File: src/rtl/bottle_fill_ctrl.sv
// Per-bottle filling-station sequencer: conveyor -> fill -> seal -> eject.
// Debounces the raw presence sensor; all actuator and status outputs are flop outputs.
module bottle_fill_ctrl #(
    parameter int unsigned DEBOUNCE_CYCLES = 4,
    parameter int unsigned FILL_TIMEOUT    = 50,
    parameter int unsigned SEAL_CYCLES     = 6
) (
    input  logic       clk,
    input  logic       reset,
    input  logic       start,
    input  logic       stop,
    input  logic       fault_clr,
    input  logic       bottle_sensor,
    input  logic       level_full,
    output logic       motor_on,
    output logic       valve_open,
    output logic       sealer_on,
    output logic       count_enable,
    output logic       busy,
    output logic       fault,
    output logic [1:0] fault_code,
    output logic [2:0] state
);

    localparam int unsigned TIMER_W = 8;
    localparam int unsigned CODE_W  = 2;

    localparam logic [TIMER_W-1:0] TIMER_MAX  = '1;
    localparam logic [TIMER_W-1:0] DB_LAST    = TIMER_W'(DEBOUNCE_CYCLES - 1);
    localparam logic [TIMER_W-1:0] FILL_LAST  = TIMER_W'(FILL_TIMEOUT - 1);
    localparam logic [TIMER_W-1:0] SEAL_LAST  = TIMER_W'(SEAL_CYCLES - 1);

    localparam logic [CODE_W-1:0] CODE_NONE    = CODE_W'(0);
    localparam logic [CODE_W-1:0] CODE_TIMEOUT = CODE_W'(1);
    localparam logic [CODE_W-1:0] CODE_LOST    = CODE_W'(2);

    typedef enum logic [2:0] {
        IDLE  = 3'd0,
        MOVE  = 3'd1,
        FILL  = 3'd2,
        SEAL  = 3'd3,
        EJECT = 3'd4,
        FAULT = 3'd5
    } state_t;

    // Sensor synchronizer and stability filter
    logic               sync1;
    logic               sync2;
    logic               sens_db;
    logic [TIMER_W-1:0] db_cnt;
    logic               db_toggle;
    logic               db_rise;
    logic               db_fall;

    always_comb begin
        db_toggle = (sync2 != sens_db) && (db_cnt == DB_LAST);
        db_rise   = db_toggle && !sens_db;
        db_fall   = db_toggle && sens_db;
    end

    always_ff @(posedge clk or negedge reset) begin
        if (!reset) begin
            sync1   <= 1'b0;
            sync2   <= 1'b0;
            sens_db <= 1'b0;
            db_cnt  <= '0;
        end else begin
            sync1 <= bottle_sensor;
            sync2 <= sync1;
            if (sync2 == sens_db) begin
                db_cnt <= '0;
            end else if (db_toggle) begin
                sens_db <= ~sens_db;
                db_cnt  <= '0;
            end else begin
                db_cnt <= db_cnt + TIMER_W'(1);
            end
        end
    end

    // Sequencer state and registered outputs
    state_t              state_r;
    state_t              state_nx;
    logic [TIMER_W-1:0]  timer;
    logic [TIMER_W-1:0]  timer_nx;
    logic [TIMER_W-1:0]  timer_inc;
    logic                stop_req;
    logic                stop_req_nx;
    logic [CODE_W-1:0]   code_nx;
    logic                count_nx;
    logic                motor_nx;
    logic                valve_nx;
    logic                sealer_nx;
    logic                busy_nx;
    logic                fault_nx;
    logic                busy_now;

    always_ff @(posedge clk or negedge reset) begin
        if (!reset) begin
            state_r      <= IDLE;
            timer        <= '0;
            stop_req     <= 1'b0;
            fault_code   <= CODE_NONE;
            count_enable <= 1'b0;
            motor_on     <= 1'b0;
            valve_open   <= 1'b0;
            sealer_on    <= 1'b0;
            busy         <= 1'b0;
            fault        <= 1'b0;
        end else begin
            state_r      <= state_nx;
            timer        <= timer_nx;
            stop_req     <= stop_req_nx;
            fault_code   <= code_nx;
            count_enable <= count_nx;
            motor_on     <= motor_nx;
            valve_open   <= valve_nx;
            sealer_on    <= sealer_nx;
            busy         <= busy_nx;
            fault        <= fault_nx;
        end
    end

    always_comb begin
        state_nx    = state_r;
        timer_nx    = timer;
        stop_req_nx = stop_req;
        code_nx     = fault_code;
        count_nx    = 1'b0;
        busy_now    = (state_r != IDLE) && (state_r != FAULT);
        timer_inc   = (timer == TIMER_MAX) ? timer : timer + TIMER_W'(1);

        if (busy_now && stop) begin
            stop_req_nx = 1'b1;
        end

        case (state_r)
            IDLE: begin
                stop_req_nx = 1'b0;
                timer_nx    = '0;
                if (start && !stop) begin
                    state_nx = MOVE;
                end
            end
            MOVE: begin
                if (db_rise) begin
                    state_nx = FILL;
                    timer_nx = '0;
                end else if (stop_req && !sens_db) begin
                    state_nx = IDLE;
                end
            end
            FILL: begin
                // Losing the bottle outranks both level_full and the timeout
                if (db_fall) begin
                    state_nx = FAULT;
                    code_nx  = CODE_LOST;
                end else if (level_full) begin
                    state_nx = SEAL;
                    timer_nx = '0;
                end else if (timer == FILL_LAST) begin
                    state_nx = FAULT;
                    code_nx  = CODE_TIMEOUT;
                end else begin
                    timer_nx = timer_inc;
                end
            end
            SEAL: begin
                if (db_fall) begin
                    state_nx = FAULT;
                    code_nx  = CODE_LOST;
                end else if (timer == SEAL_LAST) begin
                    state_nx = EJECT;
                    timer_nx = '0;
                end else begin
                    timer_nx = timer_inc;
                end
            end
            EJECT: begin
                if (db_fall) begin
                    count_nx = 1'b1;
                    state_nx = stop_req ? IDLE : MOVE;
                end
            end
            FAULT: begin
                if (fault_clr) begin
                    state_nx = IDLE;
                    code_nx  = CODE_NONE;
                end
            end
            default: begin
                state_nx = IDLE;
                code_nx  = CODE_NONE;
            end
        endcase

        // Outputs are decoded from the next state so they land with the state flop
        motor_nx  = (state_nx == MOVE) || (state_nx == EJECT);
        valve_nx  = (state_nx == FILL);
        sealer_nx = (state_nx == SEAL);
        busy_nx   = (state_nx != IDLE) && (state_nx != FAULT);
        fault_nx  = (state_nx == FAULT);
    end

    assign state = state_r;

endmodule
File: config.mk
export PLATFORM = sky130hd
export DESIGN_NAME = bottle_fill_ctrl
export DESIGN_NICKNAME = d
export VERILOG_FILES = /design/src/rtl/bottle_fill_ctrl.sv
export SDC_FILE = /design/constraint.sdc
export NUM_CORES = 1
export LEC_CHECK = 0
export ABC_AREA = 1
export CORE_MARGIN = 5
export CORE_UTILIZATION = 40
export DETAILED_ROUTE_END_ITERATION = 7
export PLACE_DENSITY = 0.67
export SYNTH_ARGS = -nofsm -noshare
export SYNTH_HDL_FRONTEND = slang
export SYNTH_SLANG_ARGS = --single-unit
File: constraint.sdc
create_clock -name clk -period 2.6 [get_ports clk]
set_clock_uncertainty 0.2 [all_clocks]
set_input_delay 0.39 -clock clk [delete_from_list [all_inputs] [get_ports clk]]
set_output_delay 0.39 -clock clk [all_outputs]
set_load 0.01 [all_outputs]
==> run metrics <==
run status complete, no violations; number of nets in the synthesized netlist 254; initial detailed-routing violation count 84; overall die area 6154 um^2; Core Footprint 4629 um^2; simple-gate portion of the synthesized area 34.85%; number of placed instances, taps included 316; number of failing hold endpoints at the final stage 0; gp weighted congestion 0.8636; pin count of the biggest net entering global routing 32; Bufs on Longest Clock Path 2; count of hold-fix buffers inserted at cts 0; fraction of registers with async set/reset 100.0%; starting density of the core 40.49%; Compound-Gate Fraction of Synth Area 10.48%; final setup violation count 0; total number of placement rows 25; Synth Flop Type sky130_fd_sc_hd__dfrtp_1; launching element type of the critical path flip-flop; number of cells traversed by the worst register-to-register path 10; total via count in the routed design 1,616; number of clock buffers inserted by TritonCTS 5; beginning of the worst register-to-register path db_cnt[0]$_DFF_PN0_; adder and majority cell fraction of the synthesized area 2.003%; number of enable flip-flop cells after synthesis 0; detailed-route wire length 3851 um; number of synthesis warnings 0; Power Density 959.3 nW/um^2; distinct cell type count after synthesis 31; switching power total 0.8775 mW; Period minus WS final 2.168 ns; mux contribution to synthesized area 0%; Worst EP required 2.57 ns; worst setup slack before clock tree synthesis 0.4354 ns; ant diodes 0; upper clock frequency limit 461.3 MHz; Hold Path Class reg2reg; Clk Latency, worst-skew pair 0.28 ns; worst slew pin tran 0.3950 ns; Worst Hold Depth 0; total negative setup slack 0 ns; Top Ports 18; Int Pwr 1.268 mW; largest family of logic cells by synthesized area simple AND/OR/NAND/NOR gates; initial antenna violation count 0; Worst Min Path Start sync1$_DFF_PN0_; internal reg-to-reg setup slack 0.43 ns; area share of xor/xnor cells in the synthesized design 4.139%; cell area after synthesis 1874 um^2; Total Power Consumption 2.145 mW; kind of critical path reg2reg; number of nets in the final layout 279; relative area change from synthesis to final layout 19.29%; period utilisation layout 83.38%; number of DRC violations after detailed routing 0; number of synthesized register bits 31; number of buffers inserted by post-CTS setup repair 0; critical-path maximum fanout 10; root cell of the clock tree sky130_fd_sc_hd__clkbuf_8; Setup crit end kind flip-flop; unrepaired setup endpoints after global routing no; chip height 78.45 um; Final HPWL DP 2927 um; depth of the CTS H-tree 2; worst supply voltage drop on vdd 418.0 uV; CTS tree built; worst hold endpoint sync2$_DFF_PN0_; post-route setup slack 0.4322 ns; count of port buffers added during placement 17; Cells after Synth 244; horizontal die dimension 78.45 um; number of antenna-violating nets in the routed design 0; sequential share of the synthesized area 41.39%; P_leak 1.075 nW; number of clock sinks 31; average cell area after synthesis 7.682 um^2; Fin Hold WS 0.1577 ns; Max-Slew Margin vs Limit 73.66%; GR Util All Layers 14.14%; fraction of final layout cells with drive strength greater than 1 12.59%; fraction of synthesized cell area taken by the top area cell type 41.39%; wire length of the first global-routing pass 6837 um; Routed wire per std cell 11.89 um; worst endpoint data arrival time 2.14 ns; portion of total power attributed to the clock network 22.8%; CTS clock-pin slew for the worst setup and hold paths 0.07 ns; final number of max-transition violations 0; CTS resizes 0; leading post-synthesis cells by cell area sky130_fd_sc_hd__dfrtp_1, sky130_fd_sc_hd__nand2_1, sky130_fd_sc_hd__nor2_1; library cell occupying the most area in the post-synthesis netlist sky130_fd_sc_hd__dfrtp_1; number of iterations in the first detailed-routing pass 4; final global-route overflow total 0; relative contribution of combinational cells to total power 45.8%; relative contribution of sequential cells to total power 31.4%; Reg2Reg Capture Point timer[0]$_DFFE_PN0P_; Post-Layout Cell Count 324; vias in the first global route 1,518; post-detailed-route via-to-cell ratio 4.988; net switching share of the total power 40.91%; number of max-capacitance violations reported 0
[sequential cells by signal, indices dropped and copies added, names as in the netlist]
register / flops
db_cnt: 8
timer: 8
state: 3
fault_code: 2
busy: 1
count_enable: 1
fault: 1
motor_on: 1
sealer_on: 1
sens_db: 1
stop_req: 1
sync1: 1
sync2: 1
valve_open: 1
[per-stage QoR]
stage	utilization [%]	instance area, um^2
after floorplan	-	1874
after global placement	45.76	2118
after detailed placement	45.76	2118
after CTS	48.30	2236
after global routing	48.30	2236
final	48.30	2236
[cells in the mapped netlist, types with 2 or more instances]
library cell and number:
sky130_fd_sc_hd__nor3_1 4, sky130_fd_sc_hd__a21oi_1 7, sky130_fd_sc_hd__nand3_2 3, sky130_fd_sc_hd__nor2_4 4, sky130_fd_sc_hd__nand2_2 2, sky130_fd_sc_hd__nand3_1 20, sky130_fd_sc_hd__nor2_1 31, sky130_fd_sc_hd__xnor2_1 3
sky130_fd_sc_hd__o21ai_0 10, sky130_fd_sc_hd__nor2_2 2, sky130_fd_sc_hd__inv_1 24, sky130_fd_sc_hd__a31oi_1 2, sky130_fd_sc_hd__nand4_1 2, sky130_fd_sc_hd__nand3b_1 2, sky130_fd_sc_hd__ha_1 3, sky130_fd_sc_hd__nor3_2 2
sky130_fd_sc_hd__inv_2 5, sky130_fd_sc_hd__xor2_1 4, sky130_fd_sc_hd__nand2_1 60, sky130_fd_sc_hd__dfrtp_1 31, sky130_fd_sc_hd__o211ai_1 5, sky130_fd_sc_hd__o21ai_1 9
[logic make-up after synthesis]
kind of cell / count (synthesis)
adders and majority gates: 3
AOI/OAI and AO/OA: 34
and+or+nand+nor: 135
buffers and inverters: 33
DFF: 31
xor gates and xnor gates: 8
[worst max-delay path, cell delays in order, from the launching register on]
cell and delay, ns:
sky130_fd_sc_hd__dfrtp_1 0.37, sky130_fd_sc_hd__ha_1 0.21, sky130_fd_sc_hd__nand2_1 0.08, sky130_fd_sc_hd__nor2_2 0.16
sky130_fd_sc_hd__nand3_1 0.30, sky130_fd_sc_hd__nor2_1 0.22, sky130_fd_sc_hd__nor2_2 0.08, sky130_fd_sc_hd__nand3_2 0.18
sky130_fd_sc_hd__inv_2 0.11, sky130_fd_sc_hd__nand2_1 0.08, sky130_fd_sc_hd__o21ai_1 0.06
[final cells by class]
class	instances	area (um^2)
Clock buffer	6	82.58
Clock inverter	2	35.03
Fill cell	439	2394
Inverter	31	117.6
Multi-Input combinational cell	180	964.7
Sequential cell	31	775.7
Tap cell	54	67.56
Timing Repair Buffer	20	192.7
[power by group through the flow]
stage               combinational (mW)  clock, mW  sequential [mW]
global placement                 0.973          0            0.680
detailed placement               0.990          0            0.683
global route                      1.12      0.527            0.691
CTS                              0.994      0.503            0.674
floorplan                        0.670          0            0.702
finish                           0.982      0.490            0.674
[worst max-delay path by stage]
stage                        start                   end  slack (ns)
6_report       db_cnt[0]$_DFF_PN0_  timer[0]$_DFFE_PN0P_        0.43
2_1_floorplan  db_cnt[0]$_DFF_PN0_        busy$_DFF_PN0_        0.82
5_1_grt        db_cnt[0]$_DFF_PN0_  timer[0]$_DFFE_PN0P_        0.22
4_1_cts        db_cnt[0]$_DFF_PN0_  timer[1]$_DFFE_PN0P_        0.42
3_3_place_gp   db_cnt[0]$_DFF_PN0_  timer[0]$_DFFE_PN0P_        0.50
3_5_place_dp   db_cnt[0]$_DFF_PN0_  timer[1]$_DFFE_PN0P_        0.44
[metal layers]
metal,wire (um),vias up,global-route usage (%),share of wire [%]
met5,0,-,0,0
li1,-,834,-,-
met4,95,0,6.818,2.5
met2,1787,33,22.26,46
met3,168,10,3.555,4.4
met1,1799,739,18.13,47
[cells in the final DEF (no fill, tap or decap), types with 3 or more instances in the layout]
cell type,instances
sky130_fd_sc_hd__a21oi_1,7
sky130_fd_sc_hd__buf_4,3
sky130_fd_sc_hd__clkbuf_8,6
sky130_fd_sc_hd__clkdlybuf4s50_1,17
sky130_fd_sc_hd__dfrtp_1,31
sky130_fd_sc_hd__ha_1,3
sky130_fd_sc_hd__inv_1,24
sky130_fd_sc_hd__inv_2,5
sky130_fd_sc_hd__nand2_1,60
sky130_fd_sc_hd__nand3_1,20
sky130_fd_sc_hd__nand3_2,3
sky130_fd_sc_hd__nor2_1,31
sky130_fd_sc_hd__nor2_4,4
sky130_fd_sc_hd__nor3_1,4
sky130_fd_sc_hd__o211ai_1,5
sky130_fd_sc_hd__o21ai_0,10
sky130_fd_sc_hd__o21ai_1,9
sky130_fd_sc_hd__xnor2_1,3
sky130_fd_sc_hd__xor2_1,4
Power figures use the tool's default switching activity.
